File: config.mk
export PLATFORM = sky130hd
export DESIGN_NAME = wr_ptr_full_ctrl
export DESIGN_NICKNAME = d
export VERILOG_FILES = /design/src/rtl/wr_ptr_full_ctrl.sv
export SDC_FILE = /design/constraint.sdc
export NUM_CORES = 1
export LEC_CHECK = 0
export ABC_AREA = 1
export BUFFER_PORTS_ARGS = -buffer_cell sky130_fd_sc_hd__buf_2
export CAP_MARGIN = 20
export CORE_MARGIN = 1
export CORE_UTILIZATION = 30
export CTS_CLUSTER_SIZE = 40
export DETAILED_ROUTE_END_ITERATION = 10
export PLACE_DENSITY_LB_ADDON = 0.2
export SKIP_CTS_REPAIR_TIMING = 1
export SLEW_MARGIN = 0
export SYNTH_ARGS = -nofsm -noshare
export SYNTH_HDL_FRONTEND = slang
export SYNTH_SLANG_ARGS = --single-unit
File: constraint.sdc
create_clock -name wr_clk -period 3.7 [get_ports wr_clk]
set_clock_uncertainty 0.2 [all_clocks]
set_input_delay 0.74 -clock wr_clk [delete_from_list [all_inputs] [get_ports wr_clk]]
set_output_delay 0.74 -clock wr_clk [all_outputs]
set_load 0.05 [all_outputs]
File: src/rtl/wr_ptr_full_ctrl.sv
`default_nettype none
// ============================================================================
// wr_ptr_full_ctrl : async-FIFO write pointer, full/almost-full, level, overflow
// Rev 1.0
// ============================================================================
module wr_ptr_full_ctrl #(
  parameter int ADDR_SIZE    = 4,
  parameter int AFULL_MARGIN = 2
) (
  input  logic                 wr_clk,
  input  logic                 wr_rstn,
  input  logic                 wr_en,
  input  logic                 ovf_clr,
  input  logic [ADDR_SIZE:0]   wrq2_rptr,
  output logic                 wr_push,
  output logic [ADDR_SIZE-1:0] wr_addr,
  output logic [ADDR_SIZE:0]   wr_ptr,
  output logic                 wr_full,
  output logic                 wr_almost_full,
  output logic [ADDR_SIZE:0]   wr_level,
  output logic                 wr_overflow
);

  localparam int PW = ADDR_SIZE + 1;
  localparam logic [PW-1:0] C_AFULL_THRESH = PW'((2 ** ADDR_SIZE) - AFULL_MARGIN);

  logic [PW-1:0] wbin_q, wbin_d;
  logic [PW-1:0] wgray_q, wgray_d;
  logic [PW-1:0] rbin_sync;
  logic [PW-1:0] level_q, level_d;
  logic          full_q, full_d;
  logic          afull_q, afull_d;
  logic          ovf_q, ovf_d;

  assign wr_push = wr_en & ~full_q;

  // Gray-to-binary: each binary bit is the XOR of all Gray bits at or above it
  always_comb begin
    rbin_sync = '0;
    rbin_sync[PW-1] = wrq2_rptr[PW-1];
    for (int i = PW - 2; i >= 0; i--) begin
      rbin_sync[i] = rbin_sync[i+1] ^ wrq2_rptr[i];
    end
  end

  always_comb begin
    wbin_d  = wbin_q + {{ADDR_SIZE{1'b0}}, wr_push};
    wgray_d = (wbin_d >> 1) ^ wbin_d;
    // Full when write is exactly one lap ahead: top two Gray bits differ, rest equal
    full_d  = (wgray_d == {~wrq2_rptr[ADDR_SIZE:ADDR_SIZE-1], wrq2_rptr[ADDR_SIZE-2:0]});
    level_d = wbin_d - rbin_sync;
    afull_d = (level_d >= C_AFULL_THRESH);
    if (wr_en && full_q) begin
      ovf_d = 1'b1;
    end else if (ovf_clr) begin
      ovf_d = 1'b0;
    end else begin
      ovf_d = ovf_q;
    end
  end

  always_ff @(posedge wr_clk or negedge wr_rstn) begin
    if (!wr_rstn) begin
      wbin_q  <= '0;
      wgray_q <= '0;
      full_q  <= 1'b0;
      afull_q <= 1'b0;
      level_q <= '0;
      ovf_q   <= 1'b0;
    end else begin
      wbin_q  <= wbin_d;
      wgray_q <= wgray_d;
      full_q  <= full_d;
      afull_q <= afull_d;
      level_q <= level_d;
      ovf_q   <= ovf_d;
    end
  end

  assign wr_addr        = wbin_q[ADDR_SIZE-1:0];
  assign wr_ptr         = wgray_q;
  assign wr_full        = full_q;
  assign wr_almost_full = afull_q;
  assign wr_level       = level_q;
  assign wr_overflow    = ovf_q;

endmodule
`default_nettype wire

Word-level counts from Yosys, hierarchy flattened
Index checks and enable logic that the tools add are counted.
- add/sub/neg operators: 2
- $lt $le $gt $ge: 1
- equality and inequality tests: 1
- muxes and demuxes: 2
- bitwise gates (word level): 8
- reduce and logical (&&, ||, !) cells: 2
- operator list (kind ; number):
    $add 5x1->5 ; 1
    $eq 5x5->1 ; 1
    $ge 5x4->1 const B ; 1
    $sub 5x5->5 ; 1
    $xor 4x5->5 ; 1
    $xor 1x1->1 ; 4
    $mux 1 ; 2
    $not 2->2 ; 1
    $reduce_bool 2->1 ; 1
    $and 1x1->1 ; 1
    $logic_and 1x1->1 ; 1
    $not 1->1 ; 1
- flip-flop bits (word level): 18
- input bits: 9
- output and inout port bits: 18

Longest topological paths before layout
- word-level depth: 6
- depth in mapped cells: 14
- depth with buffers taken out: 14

Worst setup path before layout
Ideal clock, no wire load.
- path kind: input port to flip-flop
- start: input wr_en
- end: register afull_q, in the netlist wr_almost_full
- library setup time: 0.125 ns
- data arrival time: 3.042 ns
- data required time: 3.375 ns
- setup slack: 0.333 ns
- stages: 13
- path through: inv_1 -> nor2_1 -> ha_1 -> nand2_4 -> nand2_1 -> nand2_1 -> ha_1 -> inv_1 -> nor2_1 -> o21a_1 -> nor2_1 -> xor2_1 -> nand2_1
- word-level cells in the longest chain between the ends: 4
- RTL lines (what ; line ; source):
    start: declaration ; 12 ; input logic wr_en,
    $and 1x1->1 ; 35 ; assign wr_push = wr_en & ~full_q;
    via wr_push ; 15 ; output logic wr_push,
    $add 5x1->5 ; 47 ; wbin_d = wbin_q + {{ADDR_SIZE{1'b0}}, wr_push};
    via wbin_d[2] ; 27 ; logic [PW-1:0] wbin_q, wbin_d;
    $sub 5x5->5 ; 51 ; level_d = wbin_d - rbin_sync;
    $ge 5x4->1 ; 52 ; afull_d = (level_d >= C_AFULL_THRESH);
    via afull_d ; 32 ; logic afull_q, afull_d;
    end signal: assignment ; 74 ; afull_q <= afull_d;
    end: declaration ; 32 ;
The timed path passes the listed nets, and every way through them passes these cells.
A chain may end at the register's enable or synchronous reset.

Worst setup path after layout
- start: input wrq2_rptr[4]
- end: register afull_q, in the netlist wr_almost_full
- word-level cells in the longest chain between the ends: 6
- RTL lines (what ; line ; source):
    start: declaration ; 14 ; input logic [ADDR_SIZE:0] wrq2_rptr,
    $xor 1x1->1 (4 in a row) ; 42 ; rbin_sync[i] = rbin_sync[i+1] ^ wrq2_rptr[i];
    $sub 5x5->5 * ; 51 ;
    $ge 5x4->1 * ; 52 ;
    via afull_d ; 32 ;
Mark *: on every way through the listed nets, which the timed path passes. The rest lies on a longest branch.

==> impl_metrics.env <==
export IMPL_path_clk_slew_ps=100
export IMPL_synthDominantAreaCellType="sky130_fd_sc_hd__dfrtp_1"
export IMPL_vias_per_cell=4.616
export IMPL_yosys_area_top_type_share_pct=41.46
export IMPL_detailedPlacementHpwl_um=1821
export IMPL_timing_max_cap_violations=0
export IMPL_total_standard_cell_area_after_synthesis_sq_um=1026
export IMPL_tightest_slew_ps=381.0
export IMPL_hold_violations=0
export IMPL_fp_row_count=20
export IMPL_synth_yosys_warnings=0
export IMPL_wirelength_um=2231
export IMPL_arrival_ps=2870
export IMPL_die_extent_in_y_um=60.48
export IMPL_initial_antenna_violation_count=0
export IMPL_run_status="finished clean"
export IMPL_routabilityCongestion=0.7400
export IMPL_cts_root_to_sink_buffers=2
export IMPL_worst_skew_pair_late_latency_ps=290
export IMPL_drt_first_iter_violations=46
export IMPL_tritoncts_clock_tree="built"
export IMPL_synth_instances=130
export IMPL_layout_common_cells="sky130_fd_sc_hd__nand2_1 (35), sky130_fd_sc_hd__buf_2 (26), sky130_fd_sc_hd__nand3_1 (24)"
export IMPL_critPathKind="in -> reg"
export IMPL_ant_nets=0
export IMPL_max_slew_margin_pct=74.41
export IMPL_ys_top_cells_by_area="sky130_fd_sc_hd__dfrtp_1 (41%), sky130_fd_sc_hd__nand2_1 (13%), sky130_fd_sc_hd__nand3_1 (12%)"
export IMPL_maximum_number_of_pins_on_one_net_before_global_route_repair=18
export IMPL_diodes_inserted=0
export IMPL_routedWlPerCell_um=10.99
export IMPL_period_share_pct=78.12
export IMPL_count_of_input_and_output_buffers=26
export IMPL_postSynthRegisterBits=17
export IMPL_cp_data_required_time_ps=3680
export IMPL_floorplan_die_width_um=60.48
export IMPL_setup_violations_final=0
export IMPL_finalWorstPathRequiredPeriod_ps=2891
export IMPL_synth_cell_type_count=21
export IMPL_area_growth_synth_to_final_pct=19.63
export IMPL_cts_htree_levels=1
export IMPL_setup_repair_after_global_routing_missed_its_margin="no"
export IMPL_fin_nets=176
export IMPL_first_global_vias=864
export IMPL_coreArea_sq_um=3153
export IMPL_syn_mean_instance_area_sq_um=7.892
export IMPL_clock_tree_root_cell="sky130_fd_sc_hd__clkbuf_4"
export IMPL_grt_overflow_total=0
export IMPL_fill_cells=353
export IMPL_grt_first_pass_wirelength_um=3574
export IMPL_dr_total_vias=937
export IMPL_share_of_the_core_filled_with_cells_in_the_final_layout_pct=38.93
export IMPL_starting_density_of_the_core_pct=32.54
export IMPL_numCtsBuffers=3
export IMPL_gr_usage_met3_pct=1.279
export IMPL_layout_cells_non_filler=203
export IMPL_totalNegativeSetupSlack_ps=0
export IMPL_grt_met1_usage_pct=15.67
export IMPL_post_route_cells_drive_above_1_share_pct=25.79
export IMPL_drt_pass1_iter_count=4
export IMPL_maxClockFrequency_mhz=346.0
export IMPL_final_max_slew_viol_count=0
export IMPL_design_portCount=27
export IMPL_groute_layer_met2_usage_pct=24.02
export IMPL_global_route_usage_total_pct=13.46
export IMPL_startpoint_type="primary input"
export IMPL_mostFrequentLayoutCell="sky130_fd_sc_hd__nand2_1"
export IMPL_gr_max_usage_layer="met2"
export IMPL_clk_sinks=17
export IMPL_drt_drc_violations_left=0
export IMPL_critical_path_peak_fanout=3
export IMPL_hold_path_class="in -> async"
export IMPL_portion_of_the_post_synthesis_area_used_by_sequential_elements_pct=41.46
export IMPL_crit_path_end_kind="flip-flop"
export IMPL_mappedNetlistNets=146
export IMPL_die_area_sq_um=3658
export IMPL_place_detailed_instances=199
[metal layers]
layer  share of wire [%]  up-vias
met5                   0        -
met4                 2.5        0
met3                 4.5        5
met2                  49       30
met1                  44      433
li1                    -      469
[cells in the mapped netlist]
master and n:
sky130_fd_sc_hd__fa_1 1, sky130_fd_sc_hd__nor2_2 1, sky130_fd_sc_hd__xor2_1 2, sky130_fd_sc_hd__o21a_1 1, sky130_fd_sc_hd__o21ai_0 3, sky130_fd_sc_hd__ha_1 6, sky130_fd_sc_hd__nand3_1 24, sky130_fd_sc_hd__inv_2 1
sky130_fd_sc_hd__nand2_1 35, sky130_fd_sc_hd__nand3b_1 1, sky130_fd_sc_hd__a21oi_1 1, sky130_fd_sc_hd__dfrtp_1 17, sky130_fd_sc_hd__inv_1 18, sky130_fd_sc_hd__o21ai_2 1, sky130_fd_sc_hd__nand2_2 7, sky130_fd_sc_hd__or2_1 1
sky130_fd_sc_hd__nand2_4 1, sky130_fd_sc_hd__nor2_1 5, sky130_fd_sc_hd__buf_6 1, sky130_fd_sc_hd__xnor2_1 2, sky130_fd_sc_hd__nand4_1 1
[stage by stage]
step | setup WS (ps) | hold WS, ps | instance area, sq um
6_report | 809.4 | 146.5 | 1227
5_1_grt | 680.1 | 164.0 | 1227
4_1_cts | 815.3 | 156.6 | 1227
3_5_place_dp | 521.4 | 314.7 | 1200
3_3_place_gp | 544.2 | 316.4 | 1200
2_1_floorplan | 333.2 | 244.4 | 1026
[worst max-delay path, stage by stage]
cell	delay, ps
sky130_fd_sc_hd__buf_2	120
sky130_fd_sc_hd__xnor2_1	340
sky130_fd_sc_hd__or2_1	210
sky130_fd_sc_hd__nand2_2	80
sky130_fd_sc_hd__nand2_1	80
sky130_fd_sc_hd__nand3_1	70
sky130_fd_sc_hd__nand2_1	60
sky130_fd_sc_hd__inv_1	40
sky130_fd_sc_hd__ha_1	190
sky130_fd_sc_hd__fa_1	410
sky130_fd_sc_hd__nor2_1	120
sky130_fd_sc_hd__o21a_1	120
sky130_fd_sc_hd__nor2_1	40
sky130_fd_sc_hd__xor2_1	180
sky130_fd_sc_hd__nand2_1	70
[flip-flops by register name, summed over array words and instances (netlist names)]
name            cells
wr_overflow         1
wr_ptr              4
wr_almost_full      1
wbin_q              5
wr_full             1
wr_level            5
[cell type report]
class                      instances  area [sq um]  share of cell area, %
clock inverter                     1         5.005                 0.4077
clock buffer                       3         22.52                  1.835
multi-input combinational         93         518.0                  42.20
timing repair buffer              26         130.1                  10.60
tap                               44         55.05                  4.485
sequential                        17         425.4                  34.66
inverter                          19         71.32                  5.810
[worst paths after layout]
check                                       to  cells past startpoint  slack [ps]    startpoint
worst min-delay path                 wbin_q[1]                      1         150       wr_rstn
worst max register to register  wr_almost_full                     12        1110       wr_full
worst max-delay path            wr_almost_full                     15         810  wrq2_rptr[4]
min in group wr_clk                wr_overflow                      2         330       wr_full
worst min register to register     wr_overflow                      2         330       wr_full
max in group asynchronous            wr_ptr[1]                      1        2880       wr_rstn
[kinds of logic (layout without fill, tap and decap cells)]
| group | Yosys count | after routing | synth area share, % |
|---|---|---|---|
| AND/OR/NAND/NOR | 76 | 76 | 34.27 |
| buffers and inverters | 20 | 49 | 8.048 |
| flip-flops | 17 | 17 | 41.46 |
| adder cells (fa/ha/maj) | 7 | 7 | 9.268 |
| AO/OA/AOI/OAI | 6 | 6 | 3.536 |
| XOR/XNOR | 4 | 4 | 3.415 |
Power is left out: the tool's default activity adds up to more than one toggle a clock period on the data nets, which glitch-free logic cannot reach.
